### config.mk
export PLATFORM = sky130hd
export DESIGN_NAME = game_flow_ctrl
export DESIGN_NICKNAME = d
export VERILOG_FILES = /design/src/rtl/game_pkg.sv /design/src/rtl/game_flow_ctrl_bcd.sv /design/src/rtl/game_flow_ctrl.sv
export SDC_FILE = /design/constraint.sdc
export NUM_CORES = 1
export LEC_CHECK = 0
export ABC_AREA = 1
export ABC_CLOCK_PERIOD_IN_PS = 2370
export CAP_MARGIN = 20
export CORE_ASPECT_RATIO = 1.2
export CORE_MARGIN = 1.5
export CORE_UTILIZATION = 55
export CTS_CLUSTER_SIZE = 24
export DETAILED_ROUTE_END_ITERATION = 16
export DONT_BUFFER_PORTS = 1
export PLACE_DENSITY = 0.67
export SLEW_MARGIN = 20
export SYNTH_ARGS = -nofsm -noshare
export SYNTH_HDL_FRONTEND = slang
export SYNTH_SLANG_ARGS = --single-unit
### constraint.sdc
create_clock -name clk -period 2.37 [get_ports clk]
set_input_delay 0.237 -clock clk [delete_from_list [all_inputs] [get_ports clk]]
set_output_delay 0.237 -clock clk [all_outputs]
set_load 0.02 [all_outputs]
### src/rtl/game_pkg.sv
// Shared types and helpers for the arcade game sequencer.
package game_pkg;

  typedef enum logic [2:0] {
    IDLE  = 3'd0,
    PLAY  = 3'd1,
    PAUSE = 3'd2,
    HIT   = 3'd3,
    OVER  = 3'd4
  } game_state_t;

  typedef logic [15:0] bcd4_t;

  localparam bcd4_t BCD_MAX = 16'h9999;

  // +1 on four packed BCD digits with ripple carry; holds at 9999.
  function automatic bcd4_t bcd_inc_sat(input bcd4_t v);
    bcd4_t r;
    logic  c;
    r = v;
    c = 1'b1;
    if (v != BCD_MAX) begin
      for (int i = 0; i < 4; i++) begin
        if (c) begin
          if (r[i*4 +: 4] == 4'd9) begin
            r[i*4 +: 4] = 4'd0;
          end else begin
            r[i*4 +: 4] = r[i*4 +: 4] + 4'd1;
            c = 1'b0;
          end
        end
      end
    end
    return r;
  endfunction

endpackage

### src/rtl/game_flow_ctrl_bcd.sv
// Four-digit saturating BCD counter with synchronous clear (clear wins over inc).
module bcd_counter4
  import game_pkg::*;
(
  input  logic  clk,
  input  logic  resetN,
  input  logic  clr,
  input  logic  inc,
  output bcd4_t value
);

  bcd4_t r_value;

  always_ff @(posedge clk or negedge resetN) begin
    if (!resetN)  r_value <= '0;
    else if (clr) r_value <= '0;
    else if (inc) r_value <= bcd_inc_sat(r_value);
  end

  assign value = r_value;

endmodule

### src/rtl/game_flow_ctrl.sv
// Game sequencer IDLE/PLAY/PAUSE/HIT/OVER with lives, BCD score and object reset/freeze.
// Optional high-score register enabled by defining GAME_HISCORE_EN.
module game_flow_ctrl
  import game_pkg::*;
#(
  parameter int LIVES_INIT  = 3,
  parameter int HIT_FRAMES  = 60,
  parameter int OVER_FRAMES = 180,
  parameter int BLINK_LOG2  = 3
) (
  input  logic        clk,
  input  logic        resetN,
  input  logic        start_btn,
  input  logic        pause_btn,
  input  logic        v_sync,
  input  logic        collision,
  input  logic        score_inc,
  output logic        objects_resetN,
  output logic        objects_enable,
  output logic [2:0]  state,
  output logic [3:0]  lives,
  output logic [15:0] score_bcd,
  output logic        flash,
  output logic        game_over,
  output logic [15:0] hiscore_bcd
);

  localparam logic [2:0] S_IDLE  = IDLE;
  localparam logic [2:0] S_PLAY  = PLAY;
  localparam logic [2:0] S_PAUSE = PAUSE;
  localparam logic [2:0] S_HIT   = HIT;
  localparam logic [2:0] S_OVER  = OVER;

  localparam int FRAME_MAX = (HIT_FRAMES > OVER_FRAMES) ? HIT_FRAMES : OVER_FRAMES;
  localparam int CW        = $clog2(FRAME_MAX + 1);
  localparam logic [CW-1:0] HIT_LAST  = CW'(HIT_FRAMES - 1);
  localparam logic [CW-1:0] OVER_LAST = CW'(OVER_FRAMES - 1);

  logic          r_start_s, r_start_p, r_pause_s, r_pause_p, r_vs_s, r_vs_p;
  logic          w_start_edge, w_pause_edge, w_frame;
  logic [2:0]    r_state, w_nxt_state;
  logic [CW-1:0] r_cnt, w_nxt_cnt;
  logic [3:0]    r_lives, w_nxt_lives;
  logic          r_latch, r_obj_rstn, r_enable, r_flash, r_game_over;
  logic          w_respawn, w_score_clr, w_score_inc;
  bcd4_t         w_score;

  always_ff @(posedge clk or negedge resetN) begin
    if (!resetN) begin
      r_start_s <= 1'b0; r_start_p <= 1'b0;
      r_pause_s <= 1'b0; r_pause_p <= 1'b0;
      r_vs_s    <= 1'b0; r_vs_p    <= 1'b0;
    end else begin
      r_start_s <= start_btn; r_start_p <= r_start_s;
      r_pause_s <= pause_btn; r_pause_p <= r_pause_s;
      r_vs_s    <= v_sync;    r_vs_p    <= r_vs_s;
    end
  end

  assign w_start_edge = r_start_s & ~r_start_p;
  assign w_pause_edge = r_pause_s & ~r_pause_p;
  assign w_frame      = ~r_vs_s & r_vs_p;

  always_comb begin
    w_nxt_state = r_state;
    w_nxt_cnt   = r_cnt;
    w_nxt_lives = r_lives;
    w_respawn   = 1'b0;
    w_score_clr = 1'b0;
    case (r_state)
      S_IDLE: if (w_start_edge) begin
        w_nxt_state = S_PLAY;
        w_nxt_lives = 4'(LIVES_INIT);
        w_score_clr = 1'b1;
      end
      // A collision frame outranks a pause edge arriving in the same cycle.
      S_PLAY: if (w_frame && r_latch) begin
        w_nxt_lives = r_lives - 4'd1;
        w_nxt_cnt   = '0;
        w_nxt_state = (r_lives == 4'd1) ? S_OVER : S_HIT;
      end else if (w_pause_edge) begin
        w_nxt_state = S_PAUSE;
      end
      S_PAUSE: if (w_pause_edge) w_nxt_state = S_PLAY;
      S_HIT: if (w_frame) begin
        if (r_cnt == HIT_LAST) begin
          w_nxt_state = S_PLAY;
          w_nxt_cnt   = '0;
          w_respawn   = 1'b1;
        end else begin
          w_nxt_cnt = r_cnt + 1'b1;
        end
      end
      S_OVER: if (w_frame) begin
        if (r_cnt == OVER_LAST) w_nxt_state = S_IDLE;
        else                    w_nxt_cnt   = r_cnt + 1'b1;
      end
      default: w_nxt_state = S_IDLE;
    endcase
  end

  always_ff @(posedge clk or negedge resetN) begin
    if (!resetN) begin
      r_state     <= S_IDLE;
      r_cnt       <= '0;
      r_lives     <= 4'(LIVES_INIT);
      r_latch     <= 1'b0;
      r_obj_rstn  <= 1'b0;
      r_enable    <= 1'b0;
      r_flash     <= 1'b0;
      r_game_over <= 1'b0;
    end else begin
      r_state     <= w_nxt_state;
      r_cnt       <= w_nxt_cnt;
      r_lives     <= w_nxt_lives;
      if (w_frame)                            r_latch <= 1'b0;
      else if (collision && r_state == S_PLAY) r_latch <= 1'b1;
      r_obj_rstn  <= (w_nxt_state != S_IDLE) && !w_respawn;
      r_enable    <= (w_nxt_state == S_PLAY);
      r_flash     <= (w_nxt_state == S_HIT) ? w_nxt_cnt[BLINK_LOG2] : 1'b0;
      r_game_over <= (w_nxt_state == S_OVER);
    end
  end

  assign w_score_inc = score_inc && (r_state == S_PLAY);

  bcd_counter4 u_score (
    .clk    (clk),
    .resetN (resetN),
    .clr    (w_score_clr),
    .inc    (w_score_inc),
    .value  (w_score)
  );

`ifdef GAME_HISCORE_EN
  bcd4_t r_hiscore, w_final_score;

  // Includes a point scored in the very cycle the game ends.
  assign w_final_score = w_score_inc ? bcd_inc_sat(w_score) : w_score;

  always_ff @(posedge clk or negedge resetN) begin
    if (!resetN) r_hiscore <= '0;
    else if (r_state == S_PLAY && w_nxt_state == S_OVER && w_final_score > r_hiscore)
      r_hiscore <= w_final_score;
  end

  assign hiscore_bcd = r_hiscore;
`else
  assign hiscore_bcd = 16'h0000;
`endif

  assign objects_resetN = r_obj_rstn;
  assign objects_enable = r_enable;
  assign state          = r_state;
  assign lives          = r_lives;
  assign score_bcd      = w_score;
  assign flash          = r_flash;
  assign game_over      = r_game_over;

endmodule

# Word level (Yosys, flattened, before mapping)
# Index checks and enable logic that the tools add are counted.
# totals
register_bits,42
in_bits,7
# op_classes
addsub,6
eq_ne,20
mux,51
bitwise_logic,6
reduce_logical,21
# ops
cell,n
16-bit 2-to-1 mux,3
8-bit 2-to-1 mux,5
4-bit 2-to-1 mux,9
3-bit 2-to-1 mux,9
8-bit one-hot mux with 3 select lines,1
1-bit 2-to-1 mux,22
4-bit by 1-bit adder with 4-bit output (second input constant),4
4-bit == test (second input constant),4
16-bit != test (second input constant),1
3-bit one-hot mux with 5 select lines,1
2-bit nonzero test,7
3-bit AND reduction,4
2-bit != test (second input constant),5
3-bit by 2-bit == test with 1-bit output (second input constant),3
8-bit by 1-bit adder with 8-bit output (second input constant),1
8-bit by 6-bit == test with 1-bit output (second input constant),1
8-bit == test (second input constant),1
4-bit one-hot mux with 2 select lines,1
3-bit by 1-bit == test with 1-bit output (second input constant),2
3-bit == test (second input constant),2
3-bit nonzero test,2
5-bit AND reduction,1
4-bit by 1-bit == test with 1-bit output (second input constant),1
1-bit logical AND,4
6 further kinds,10

# Longest topological paths before layout
# Gate-level depths: netlist of run 1.
# depth
ltp_word,17
mapped_depth,10
depth_no_buf,10

# Modules after synthesis
# A second synthesis of run 1 with hierarchy kept.
# unflattened
cells_unflattened,329
hier_area_um2,2627.5
# modules_own_cells
mod,instances,cells_per_inst,area_each_um2
game_flow_ctrl,1,206,1622.8
bcd_counter4,1,123,1004.7

# Least setup slack after synthesis of run 1
# No wires, ideal clock.
# synth_path
path_type,register to register
from,"reg u_score.r_value[0], in the netlist u_score.value[0]"
to,"reg u_score.r_value[12], in the netlist u_score.value[12]"
arrival_ns,1.570
slack_ns,0.682
path_stages_with_launch,9
path_buffers,0
synth_period_minus_slack_ns,1.688
cell_sequence,dfrtp_1 > ha_1 > nand3_2 > nor2_1 > inv_1 > o21ai_0 > nand2_4 > nand2_1 > o21ai_2
# synth_via
elab_chain_cells,15
# synth_rtl
item,line_no,source
from (decl),game_flow_ctrl_bcd.sv:12,bcd4_t r_value;
from (signal assigned),game_flow_ctrl_bcd.sv:17,else if (inc) r_value <= bcd_inc_sat(r_value);
4-bit == test,game_pkg.sv:25,if (r[i*4 +: 4] == 4'd9) begin
1-bit 2-to-1 mux,game_pkg.sv:25,
1-bit 2-to-1 mux,game_pkg.sv:22,if (v != BCD_MAX) begin
1-bit 2-to-1 mux,game_flow_ctrl_bcd.sv:17,
1-bit 2-to-1 mux,game_flow_ctrl_bcd.sv:16,else if (clr) r_value <= '0;
1-bit 2-to-1 mux,game_pkg.sv:24,if (c) begin
1-bit 2-to-1 mux,game_pkg.sv:22,
1-bit 2-to-1 mux,game_flow_ctrl_bcd.sv:17,
1-bit 2-to-1 mux,game_flow_ctrl_bcd.sv:16,
1-bit 2-to-1 mux,game_pkg.sv:24,
1-bit 2-to-1 mux,game_pkg.sv:22,
1-bit 2-to-1 mux,game_flow_ctrl_bcd.sv:17,
1-bit 2-to-1 mux,game_flow_ctrl_bcd.sv:16,
2-bit nonzero test (no source line),--,
3-bit AND reduction (no source line) *,--,
# Mark *: on every way between the ends. The rest lies on a longest branch, timed or not. The select of a mux whose other input is x is not followed.
# A chain may end at the register's enable or synchronous reset.

# Final worst setup path of run 1
# layout_path
from,"reg u_score.r_value[0], in the netlist u_score.value[0]"
to,"reg u_score.r_value[14], in the netlist u_score.value[14]"
# Same word-level chain as after synthesis.

==> qor.csv, run 1 <==
metric,value,unit
status,"finished, final reports clean",
Logic pwr share,21.8,%
Via density,5.100,
sequential cell area,0.001054,mm²
Worst path max stage delay,0.54,ns
clock-pin slew on the worst setup and hold paths,0.08,ns
Final Hold Vio Count,0,
chip width,66.13,µm
synthesized area,0.002630,mm²
Iter 0 DRT Violations,108,
post-DP HPWL,3.598,mm
post-DR wirelength/cell,12.76,µm
arrival time at the worst endpoint,2.04,ns
YS warnings,0,
setup repair after global routing missed its margin,false,
Via Count,1994,
#FFs+latches synth,42,
Synth cell types,37,
final setup violating endpoints,0,
Final min period,1.843,ns
vias in the first global route,1854,
Nets,350,
Post-CTS Setup Bufs,0,
power per standard cell area,753.4,mW/mm²
gpl congestion,0.9354,
CP max stage cell,dfrtp_1,
clock network fraction of design power,26.5,%
Worst slew margin,60.36,%
Worst Max-Slew Pin Slew,0.5947,ns
drt pass-1 iters,4,
"Slew Viols, Final",0,
"commonest non-fill, non-tap cell in the layout",nand2_1,
clock sinks,42,
ANT cells,0,
post-cts gate resize count,0,
cell count after synthesis,323,
crit start category,flip-flop,
CP max FO,8,
Routed Antenna Nets,0,
sequential share of power,51.7,%
starting density of the core,57.24,%
largest net degree at the start of global routing,43,
syn_area_per_cell,8.142,µm²
Pwr Total,2.095,mW
Multi-input gate area,0.001330,mm²
Port Buffers,0,
gr usage total,20.13,%
post-detailed-route DRC marker count,0,
die height,78.75,µm
H-tree level count,2,
layout cells sized above 1,13.81,%
"wirelength, routed",4.989,mm
die area,0.005207,mm²
VDD IR max,386.0,µV
Max-Cap Viols,0,
CP Buf/Inv Count,1,
initial antenna violation count,0,
worst skew pair latency,0.30,ns
"commonest cells after routing, fill and taps aside","nand2_1, dfrtp_1, inv_1",
WS Path Type,flip-flop to flip-flop,
FMAX,0.5425,GHz
Layout Skew,0.007367,ns
row cnt,27,
Tcrit/Tclk final,77.77,%
TritonCTS clock tree,yes,
sequential-to-total area share from yosys stat,40.06,%
Switching Power,0.7530,mW
CP top delay family,simple AND/OR/NAND/NOR gates,
clock root cell,clkbuf_8,
core area,0.004594,mm²
clk buf depth,2,
Pleak,1.441,nW
Hold WC Path Type,primary input to flip-flop,
first-pass GRT wire length,8.142,mm
internal power consumption,1.342,mW
CP required,2.56,ns
hold buffer count at cts,5,
I/O pin count,50,
Filler cells,450,
number of buffers created by CTS,5,
CP Capture Type,flip-flop,
P&R area growth vs syn,5.709,%
Sw Ratio,35.95,%
crit-path cells,"ha_1, nand3_2, nor2_1, inv_1, o21ai_0, nand2_4, nand2_1, o21ai_2",
Fin Setup TNS,0,ns
gr ovfl total,0,
==> sequential cells by signal, summed over array words and instances (netlist names) <==
signal          flops
flash               1
game_over           1
lives               4
objects_enable      1
objects_resetN      1
r_cnt               8
r_latch             1
r_pause_p           1
r_pause_s           1
r_start_p           1
r_start_s           1
r_vs_p              1
r_vs_s              1
state               3
u_score.value      16
==> layout make-up <==
cell class / count / area share [%]
Clock buffer: 5 / 2.475
Clock inverter: 3 / 1.440
Inverter: 39 / 5.311
Multi-Input combinational cell: 238 / 47.84
Sequential cell: 42 / 37.89
Tap cell: 58 / 2.610
Timing Repair Buffer: 6 / 2.430
==> power groups by stage <==
stage | logic, mW | registers (mW) | clock network, mW
finish | 0.457 | 1.08 | 0.555
global route | 0.543 | 1.10 | 0.598
CTS | 0.458 | 1.08 | 0.571
detailed placement | 0.432 | 1.10 | 0
global placement | 0.418 | 1.09 | 0
floorplan | 0.392 | 1.06 | 0
==> through the flow <==
step	setup slack, ns	cell area (µm²)	hold WS, ns	cells	util (%)
finish	0.5268	2780	0.07801	391	60.51
CTS	0.5064	2780	0.07260	391	60.51
detailed placement	0.5270	2611	-0.05747	378	56.84
floorplan	0.6818	2686	-0.05859	338	-
global route	0.3515	2780	0.08053	391	60.51
global placement	0.5958	2611	-0.05749	378	56.84
==> final timing paths <==
path / from / endpoint / slack [ns] / cells past startpoint
max reg2reg: u_score.value[0] / u_score.value[14] / 0.53 / 8
max in group asynchronous: resetN / lives[1] / 1.69 / 2
min in group asynchronous: resetN / u_score.value[8] / 0.40 / 2
max: u_score.value[0] / u_score.value[14] / 0.53 / 8
min: collision / r_latch / 0.08 / 2
min reg2reg: r_start_s / r_start_p / 0.38 / 0
==> cell usage after synthesis (all sizes together) <==
| cell type | number | area (µm²) |
|---|---|---|
| nand2 | 78 | 335.3 |
| dfrtp | 40 | 1001 |
| inv | 38 | 142.6 |
| nor2 | 36 | 153.9 |
| o21ai | 27 | 172.7 |
| nand3 | 23 | 142.6 |
| buf | 18 | 151.4 |
| nand4 | 12 | 75.07 |
| ha | 11 | 137.6 |
| or2 | 8 | 50.05 |
| xor2 | 8 | 70.07 |
| a21oi | 7 | 38.79 |
| nand3b | 3 | 22.52 |
| nor3 | 3 | 26.28 |
| dfstp | 2 | 52.55 |
| o21a | 2 | 15.01 |
| a22oi | 1 | 7.510 |
| and3 | 1 | 6.260 |
| clkbuf | 1 | 3.750 |
| clkinv | 1 | 5.000 |
| conb | 1 | 3.750 |
| o2111ai | 1 | 8.760 |
| o21bai | 1 | 7.510 |
==> cell families (layout without fill, tap and decap cells) <==
logic type,after synthesis,after routing,share of synthesized area [%]
flip-flops,42,42,40.06
AO/OA/AOI/OAI,39,39,9.515
adder cells (fa/ha/maj),11,11,5.233
other,1,16,0.1426
AND/OR/NAND/NOR,164,164,30.88
XOR/XNOR,8,8,2.664
buffers and inverters,58,53,11.51
==> worst register-to-register path: cells and delay by family, from the launching register on <==
family / cells / cell delay [ns]
compound gates: 2 / 0.33
flops: 1 / 0.54
buf+inv: 1 / 0.08
fa+ha+maj: 1 / 0.24
simple gates: 4 / 0.55
==> per-layer routing <==
layer | part of all wire (%) | routed length (µm) | up-vias | GRT usage, %
met5 | 0 | 0 | - | 0
met4 | 2.3 | 114 | 0 | 8.776
li1 | - | - | 1025 | -
met3 | 4.0 | 201 | 12 | 4.816
met1 | 45 | 2261 | 918 | 25.30
met2 | 48 | 2411 | 39 | 32.70
Power figures use the tool's default switching activity.
==> inputs of run 2 (changes only) <==
--- a/config.mk
+++ b/config.mk
@@ -6,7 +6,7 @@
 export NUM_CORES = 1
 export LEC_CHECK = 0
 export ABC_AREA = 1
-export ABC_CLOCK_PERIOD_IN_PS = 2370
+export ABC_CLOCK_PERIOD_IN_PS = 1630
 export CAP_MARGIN = 20
 export CORE_ASPECT_RATIO = 1.2
 export CORE_MARGIN = 1.5
@@ -14,7 +14,7 @@
 export CTS_CLUSTER_SIZE = 24
 export DETAILED_ROUTE_END_ITERATION = 16
 export DONT_BUFFER_PORTS = 1
-export PLACE_DENSITY = 0.67
+export PLACE_DENSITY = 0.7
 export SLEW_MARGIN = 20
 export SYNTH_ARGS = -nofsm -noshare
 export SYNTH_HDL_FRONTEND = slang
==> constraint.sdc (replaced) <==
create_clock -name clk -period 1.63 [get_ports clk]
set_input_delay 0.163 -clock clk [delete_from_list [all_inputs] [get_ports clk]]
set_output_delay 0.163 -clock clk [all_outputs]
set_load 0.02 [all_outputs]
==> run 2 against run 1 <==
Against the previous run:
- flip-flop and latch count did not move
- power rose by 49%
- clock skew fell by 0.0034 ns
- die area did not move
- first-iteration DRC count rose by 7.4%
- global-route usage rose by 0.48 points
- cell area rose by 10%
- highest routed layer unchanged
- clock power rose by 24%
- wire length fell by 1.6%
- critical path type unchanged
- critical path depth rose by 1
- critical endpoint is now u_score.value[4]
- via count rose by 5.8%
- sequential share of layout area fell by 3.4 points
==> qor.csv, run 2 (same netlist as run 1, synthesis figures left out) <==
metric,value,unit
drt pass-1 iters,4,
Max-Cap Viols,0,
post-detailed-route DRC marker count,0,
row cnt,27,
starting density of the core,57.24,%
Pwr Total,3.119,mW
ANT cells,0,
CP max FO,9,
status,"finished, final reports clean",
Iter 0 DRT Violations,116,
Nets,380,
core area,0.004594,mm²
Filler cells,385,
Via density,5.010,
setup repair after global routing missed its margin,false,
TritonCTS clock tree,yes,
VDD IR max,868.2,µV
P&R area growth vs syn,16.37,%
Pleak,1.554,nW
I/O pin count,50,
gr ovfl total,0,
clk buf depth,2,
clock sinks,42,
Setup WS pre-CTS,0.08405,ns
clock root cell,clkbuf_8,
clock-pin slew on the worst setup and hold paths,0.08,ns
die area,0.005207,mm²
"wirelength, routed",4.911,mm
post-DP HPWL,3.691,mm
Tcrit/Tclk final,92.70,%
Port Buffers,0,
Hold WC Path Type,primary input to flip-flop,
Via Count,2109,
gpl congestion,0.9535,
chip width,66.13,µm
setup ws final,0.1191,ns
"Slew Viols, Final",0,
Final Hold Vio Count,0,
largest net degree at the start of global routing,43,
power per standard cell area,1019,mW/mm²
vias in the first global route,2018,
Largest register FFs,16,
layout cells sized above 1,24.52,%
initial antenna violation count,0,
FMAX,0.6618,GHz
H-tree level count,2,
final setup violating endpoints,0,
CP Capture Type,flip-flop,
worst skew pair latency,0.29,ns
"commonest cells after routing, fill and taps aside","nand2_1, dfrtp_1, inv_1",
WS Path Type,flip-flop to flip-flop,
"commonest non-fill, non-tap cell in the layout",nand2_1,
Final min period,1.511,ns
arrival time at the worst endpoint,1.70,ns
gr usage total,20.60,%
die height,78.75,µm
post-DR wirelength/cell,11.67,µm
first-pass GRT wire length,8.397,mm
crit start category,flip-flop,
Routed Antenna Nets,0,
Layout Skew,0.004000,ns
number of buffers created by CTS,5,
Fin Setup TNS,0,ns
CP required,1.82,ns
-- run 2: stage by stage --
stage	hold slack, ns	std cells	util (%)	cell area, µm²
floorplan	-0.1326	338	-	2688
global placement	-0.1315	406	61.44	2823
finish	0.2256	421	66.61	3060
CTS	0.2112	420	64.95	2984
global route	0.2418	421	66.61	3060
detailed placement	-0.1315	406	61.44	2823
-- run 2: final cells by class --
| type | count | area (µm²) | share of cell area (%) |
|---|---|---|---|
| Multi-Input combinational cell | 238 | 1399 | 45.71 |
| Sequential cell | 42 | 1055 | 34.46 |
| Timing Repair Buffer | 36 | 295.3 | 9.648 |
| Inverter | 39 | 147.6 | 4.824 |
| Clock buffer | 7 | 86.33 | 2.821 |
| Tap cell | 58 | 72.57 | 2.371 |
| Clock inverter | 1 | 5.005 | 0.1635 |
-- run 2: critical path: stages, from the launching register on --
cell,delay [ns]
dfrtp_1,0.47
buf_4,0.20
nor2_8,0.19
nand2_4,0.07
clkinv_2,0.06
nand2_2,0.06
nand2_4,0.14
nand2_8,0.09
nand2_1,0.09
o21ai_2,0.05
-- run 2: final timing paths --
kind / slack [ns] / cells past startpoint / start / end
worst max-delay path: 0.12 / 9 / state[1] / u_score.value[4]
worst min-delay path: 0.23 / 4 / score_inc / u_score.value[8]
worst max register to register: 0.12 / 9 / state[1] / u_score.value[4]
worst min register to register: 0.38 / 0 / r_vs_s / r_vs_p
max in group asynchronous: 1.05 / 2 / resetN / lives[0]
min in group asynchronous: 0.33 / 2 / resetN / lives[2]
-- run 2: what timing repair did --
action                                  CTS  global route
hold buffers                              6             0
buffers inserted                          0             1
endpoints found under the hold margin    46             0
gates resized for setup                   0            18
endpoints found under the setup margin    0            21
-- run 2: per-layer routing --
metal	global-route usage (%)	routed length [µm]
met3	6.091	263
met5	0	0
met4	7.755	76
met1	27.04	2204
met2	32.00	2366
-- run 2: power breakdown --
part           internal, mW  switching (mW)  total (mW)  leakage, nW
Combinational         0.434           0.655        1.09        0.971
Sequential             1.22           0.124        1.34        0.535
Clock                 0.342           0.346       0.688       0.0482
